$ cat src/rtl/hazard_ctrl.sv
// Pipeline hazard controller: load-use bubbles, mispredict redirect/flush with fetch squash,
// dmem wait freezes, saturating perf counters and a sticky memory-timeout flag.
module hazard_ctrl #(
   parameter int unsigned FLUSH_HOLD  = 1,
   parameter int unsigned TIMEOUT_CYC = 256,
   parameter int unsigned CNT_W       = 32
) (
   input  logic             i_clk,
   input  logic             i_rst_n,
   input  logic [4:0]       i_ID_rs1_addr,
   input  logic [4:0]       i_ID_rs2_addr,
   input  logic             i_ID_rs1_used,
   input  logic             i_ID_rs2_used,
   input  logic [4:0]       i_EX_rd_addr,
   input  logic             i_EX_mem_rd,
   input  logic             i_EX_mispred,
   input  logic             i_MEM_req,
   input  logic             i_MEM_ready,
   output logic             o_pc_stall,
   output logic             o_IF_ID_stall,
   output logic             o_ID_EX_stall,
   output logic             o_EX_MEM_stall,
   output logic             o_IF_ID_flush,
   output logic             o_ID_EX_flush,
   output logic             o_redirect,
   output logic             o_mem_timeout,
   output logic [CNT_W-1:0] o_stall_cycles,
   output logic [CNT_W-1:0] o_redirects
);

   localparam int unsigned HoldW = (FLUSH_HOLD > 0) ? $clog2(FLUSH_HOLD + 1) : 1;
   localparam int unsigned WaitW = $clog2(TIMEOUT_CYC + 1);
   localparam logic [HoldW-1:0] HoldInit = HoldW'(FLUSH_HOLD);
   localparam logic [WaitW-1:0] WaitMax  = WaitW'(TIMEOUT_CYC);
   localparam logic [WaitW-1:0] WaitLast = WaitW'(TIMEOUT_CYC - 1);

   typedef enum logic [1:0] {StRun, StRedirect, StMemWait} state_e;

   state_e             r_state;
   state_e             w_state_nxt;
   state_e             w_eff_state;
   logic [HoldW-1:0]   r_hold;
   logic [HoldW-1:0]   w_hold_nxt;
   logic [WaitW-1:0]   r_wait;
   logic               r_timeout;
   logic [CNT_W-1:0]   r_stall_cnt;
   logic [CNT_W-1:0]   r_redir_cnt;
   logic               w_mem_wait;
   logic               w_rs1_hit;
   logic               w_rs2_hit;
   logic               w_load_use;

   always_comb begin
      w_mem_wait = i_MEM_req & ~i_MEM_ready;
      w_rs1_hit  = i_ID_rs1_used & (i_ID_rs1_addr == i_EX_rd_addr);
      w_rs2_hit  = i_ID_rs2_used & (i_ID_rs2_addr == i_EX_rd_addr);
      w_load_use = i_EX_mem_rd & (i_EX_rd_addr != 5'd0) & (w_rs1_hit | w_rs2_hit);
   end

   // Leaving MEM_WAIT resolves to REDIRECT/RUN within the same cycle.
   always_comb begin
      if (r_state == StMemWait) begin
         w_eff_state = (r_hold != '0) ? StRedirect : StRun;
      end else begin
         w_eff_state = r_state;
      end
   end

   always_comb begin
      o_pc_stall     = 1'b0;
      o_IF_ID_stall  = 1'b0;
      o_ID_EX_stall  = 1'b0;
      o_EX_MEM_stall = 1'b0;
      o_IF_ID_flush  = 1'b0;
      o_ID_EX_flush  = 1'b0;
      o_redirect     = 1'b0;
      w_state_nxt    = StRun;
      w_hold_nxt     = r_hold;
      if (w_mem_wait) begin
         o_pc_stall     = 1'b1;
         o_IF_ID_stall  = 1'b1;
         o_ID_EX_stall  = 1'b1;
         o_EX_MEM_stall = 1'b1;
         w_state_nxt    = StMemWait;
      end else if (i_EX_mispred) begin
         o_redirect    = 1'b1;
         o_IF_ID_flush = 1'b1;
         o_ID_EX_flush = 1'b1;
         w_hold_nxt    = HoldInit;
         w_state_nxt   = (FLUSH_HOLD > 0) ? StRedirect : StRun;
      end else if ((w_eff_state == StRedirect) && (r_hold != '0)) begin
         o_IF_ID_flush = 1'b1;
         w_hold_nxt    = r_hold - HoldW'(1);
         w_state_nxt   = (r_hold == HoldW'(1)) ? StRun : StRedirect;
      end else if ((w_eff_state == StRun) && w_load_use) begin
         o_pc_stall    = 1'b1;
         o_IF_ID_stall = 1'b1;
         o_ID_EX_flush = 1'b1;
      end
   end

   always_ff @(posedge i_clk or negedge i_rst_n) begin
      if (!i_rst_n) begin
         r_state     <= StRun;
         r_hold      <= '0;
         r_wait      <= '0;
         r_timeout   <= 1'b0;
         r_stall_cnt <= '0;
         r_redir_cnt <= '0;
      end else begin
         r_state <= w_state_nxt;
         r_hold  <= w_hold_nxt;
         if (w_mem_wait) begin
            if (r_wait != WaitMax) begin
               r_wait <= r_wait + WaitW'(1);
            end
            if (r_wait == WaitLast) begin
               r_timeout <= 1'b1;
            end
         end else begin
            r_wait <= '0;
         end
         if (o_pc_stall && !(&r_stall_cnt)) begin
            r_stall_cnt <= r_stall_cnt + CNT_W'(1);
         end
         if (o_redirect && !(&r_redir_cnt)) begin
            r_redir_cnt <= r_redir_cnt + CNT_W'(1);
         end
      end
   end

   always_comb begin
      o_mem_timeout  = r_timeout;
      o_stall_cycles = r_stall_cnt;
      o_redirects    = r_redir_cnt;
   end

endmodule

$ cat config.mk
export PLATFORM = sky130hd
export DESIGN_NAME = hazard_ctrl
export DESIGN_NICKNAME = d
export VERILOG_FILES = /design/src/rtl/hazard_ctrl.sv
export SDC_FILE = /design/constraint.sdc
export NUM_CORES = 1
export LEC_CHECK = 0
export ABC_AREA = 1
export CORE_ASPECT_RATIO = 0.6
export CORE_MARGIN = 4
export CORE_UTILIZATION = 53
export CTS_CLUSTER_DIAMETER = 40
export DETAILED_ROUTE_END_ITERATION = 12
export PLACE_DENSITY = 0.88
export SYNTH_ARGS = -nofsm -noshare
export SYNTH_HDL_FRONTEND = slang
export SYNTH_SLANG_ARGS = --single-unit
$ cat constraint.sdc
create_clock -name i_clk -period 2.4 [get_ports i_clk]
set_input_delay 0.36 -clock i_clk [delete_from_list [all_inputs] [get_ports i_clk]]
set_output_delay 0.36 -clock i_clk [all_outputs]
set_load 0.05 [all_outputs]
==> results_dict.tcl <==
set metrics [dict create \
    synth_fp_nets 806 \
    cts_repair_resize_count 0 \
    grt_pass1_wl_um 25170 \
    synth_top_flop_cell "dfrtp_1" \
    post_cts_buffers 0 \
    status "finished with violations" \
    ctsHoldBuffers 0 \
    worst-path-max-fanout 4 \
    die_w_um 135.5 \
    first_pass_iters 5 \
    r2r-start "o_redirects[0]" \
    synth_cell_types 28 \
    synth_largest_area_cell "dfrtp_1" \
    start_util 0.5542 \
    syn_to_final_growth_pct 27.58 \
    cp.required_ps 2040 \
    rows 27 \
    ys_top_cells_by_area "dfrtp_1, nand2_1, nor2_1" \
    ys_ff_latch 77 \
    wl_per_cell_um 15.13 \
    drv_slew 0 \
    die_area_um2 11450 \
    total_leakage_power_uw 0.003062 \
    wirelength_um 15240 \
    crit_arrival_ps 1860 \
    antennaDiodeCount 0 \
    routed-via-count 5449 \
    overflow 0 \
    viasPerCell 5.411 \
    ys_warn_count 0 \
    peakVddDrop_mv 0.6784 \
    post-route-min-period_ps 2217 \
    die_h_um 84.49 \
    finalSetupViolations 0 \
    grtUsageTotal 0.2745 \
    seq_area_frac_synth 0.3729 \
    htreeDepth 3 \
    r2r-end "o_redirects[13]" \
    cts_buffers 9 \
    final_util 0.7071 \
    fin_tns_setup_ps 0 \
    syn-mean-instance-area_um2 6.642 \
    clock_skew_ps 12.28 \
    boundaryPins 95 \
    critical_path.startpoint "i_EX_rd_addr[3]" \
    reg2reg_slack_ps 290 \
    drt-initial-drc-count 560 \
    seq_area_um2 1927 \
    yosysTopAreaCellShare 0.3729 \
    relSlewSlack 0.6456 \
    path_class "input port to output port" \
    synth-edff-count 0 \
    hp-class "input port to async pin" \
    cts-root-buf "clkbuf_16" \
    grt_max_degree 41 \
    crit_path_start_kind "input port" \
    drive_above_1_share 0.06271 \
    path_clk_slew_ps 70 \
    syn_inst 778 \
    fmax_ghz 0.4510 \
    hold_viol_final 6 \
    grt_pass1_vias 4975 \
    dpl.hpwl_um 11200 \
    power_density_nw_per_um2 598.8 \
    rsz0062_at_grt "false" \
    place.gp.congestion 1.025 \
    core_um2 9324 \
    antenna_found_initial 0 \
    end_kind "output port" \
    clock_latency_ps 340 \
    worst_hold_slack_ps -3.228 \
    r2r_cells 10 \
    maxCapViolations 0 \
    failed_checks "hold timing" \
    fin_crit_sh 0.9238 \
    cts_buffer_depth 2 \
    clkSinkCount 77 \
    drc 0 \
    multi_input_area_um2 2830 \
    cts_tree "done" \
    netlist_area_um2 5167 \
    ant_nets 0 \
    tightestPinTransition_ps 529.9 \
    nNetsFinal 900 \
    synthArstFlopShare 1.000 \
    io_buffers 94 \
    fillerInstances 787 \
]
[worst max-delay path, cell delays in order]
cell	delay [ps]
clkdlybuf4s50_1	540
inv_2	50
nand2_1	50
nand2_1	50
nor2_1	100
nand3_1	80
nand2_1	70
nand2_1	110
o21ai_1	140
buf_4	160
buf_12	140
[cells in the final DEF (no fill, tap or decap)]
cell,instances
inv_1,63
clkinv_2,1
nor3_1,20
o21ai_0,8
xnor2_1,14
o21ai_1,4
xor2_1,29
ha_1,5
nor3_2,1
nand3_2,2
nor2_4,1
bufinv_16,3
clkinv_4,1
buf_12,5
nor4_1,2
inv_2,8
nor2_2,5
clkbuf_16,9
nand4_1,40
nand2_2,4
clkdlybuf4s50_1,86
dfrtp_1,77
a21o_1,1
nand3b_1,17
nor2_1,89
nand3_1,9
nand2_1,345
or2_1,1
buf_4,14
a21oi_1,11
clkinvlp_4,1
clkbuf_1,1
[cells by family after synthesis]
| logic type | Yosys count | share of synthesized area |
|---|---|---|
| DFF | 77 | 0.3729 |
| buffers and inverters | 93 | 0.07942 |
| adders and majority gates | 5 | 0.01211 |
| xor gates and xnor gates | 43 | 0.07288 |
| AOI/OAI and AO/OA | 24 | 0.02373 |
| and+or+nand+nor | 536 | 0.4390 |
[power breakdown]
group,internal (uW),switching [uW],leakage [uW]
registers,1380,132,0.00105
clock network,1020,556,0.000163
logic,294,572,0.00185
[through the flow]
stage / hold slack, ps / cells / worst slack (ps) / total power, uW / area, um^2
after floorplan: 64.41 / 778 / 73.24 / 2063 / 5167
after global placement: 369.8 / 991 / 188.1 / 2375 / 6252
after detailed placement: 373.8 / 991 / 163.9 / 2385 / 6252
after CTS: 12.49 / 1007 / 185.4 / 3951 / 6593
after global routing: 30.85 / 1007 / 51.29 / 4092 / 6593
final: -3.228 / 1007 / 182.8 / 3947 / 6593
[how the worst max path moves through the flow]
stage / to / slack [ps] / cells after the start
6_report: o_IF_ID_stall / 180 / 11
5_1_grt: o_IF_ID_stall / 50 / 11
4_1_cts: o_IF_ID_stall / 190 / 11
3_5_place_dp: o_redirects[13] / 160 / 8
3_3_place_gp: o_IF_ID_stall / 190 / 11
2_1_floorplan: o_ID_EX_flush / 70 / 6
[area by class of cell]
| cell class | count | area share |
|---|---|---|
| clock inverters | 6 | 0.01689 |
| flip-flops and latches | 77 | 0.2923 |
| inverters | 71 | 0.04043 |
| well taps | 130 | 0.02467 |
| multi-input cells | 608 | 0.4293 |
| clock buffers | 10 | 0.03473 |
| repair buffers | 105 | 0.1617 |
[synth_stat cells (4+ instances only)]
cell / instances
a21oi_1: 11
buf_2: 4
buf_4: 5
buf_6: 5
clkbuf_1: 7
dfrtp_1: 77
ha_1: 5
inv_1: 63
inv_2: 8
nand2_1: 345
nand2_2: 4
nand3_1: 9
nand3b_1: 17
nand4_1: 40
nor2_1: 89
nor2_2: 5
nor3_1: 20
o21ai_0: 10
xnor2_1: 14
xor2_1: 29
[sequential cells by signal, indices dropped and copies added (netlist names)]
| signal | count |
|---|---|
| o_stall_cycles | 32 |
| o_redirects | 32 |
| r_hold | 1 |
| r_state | 2 |
| r_wait | 9 |
| o_mem_timeout | 1 |
[routing by layer]
metal | track usage | wire length [um]
met5 | 0 | 0
met4 | 0.05855 | 172
met3 | 0.08802 | 1871
met2 | 0.3619 | 5917
met1 | 0.4328 | 7278
(Power assumes the default switching activity.)
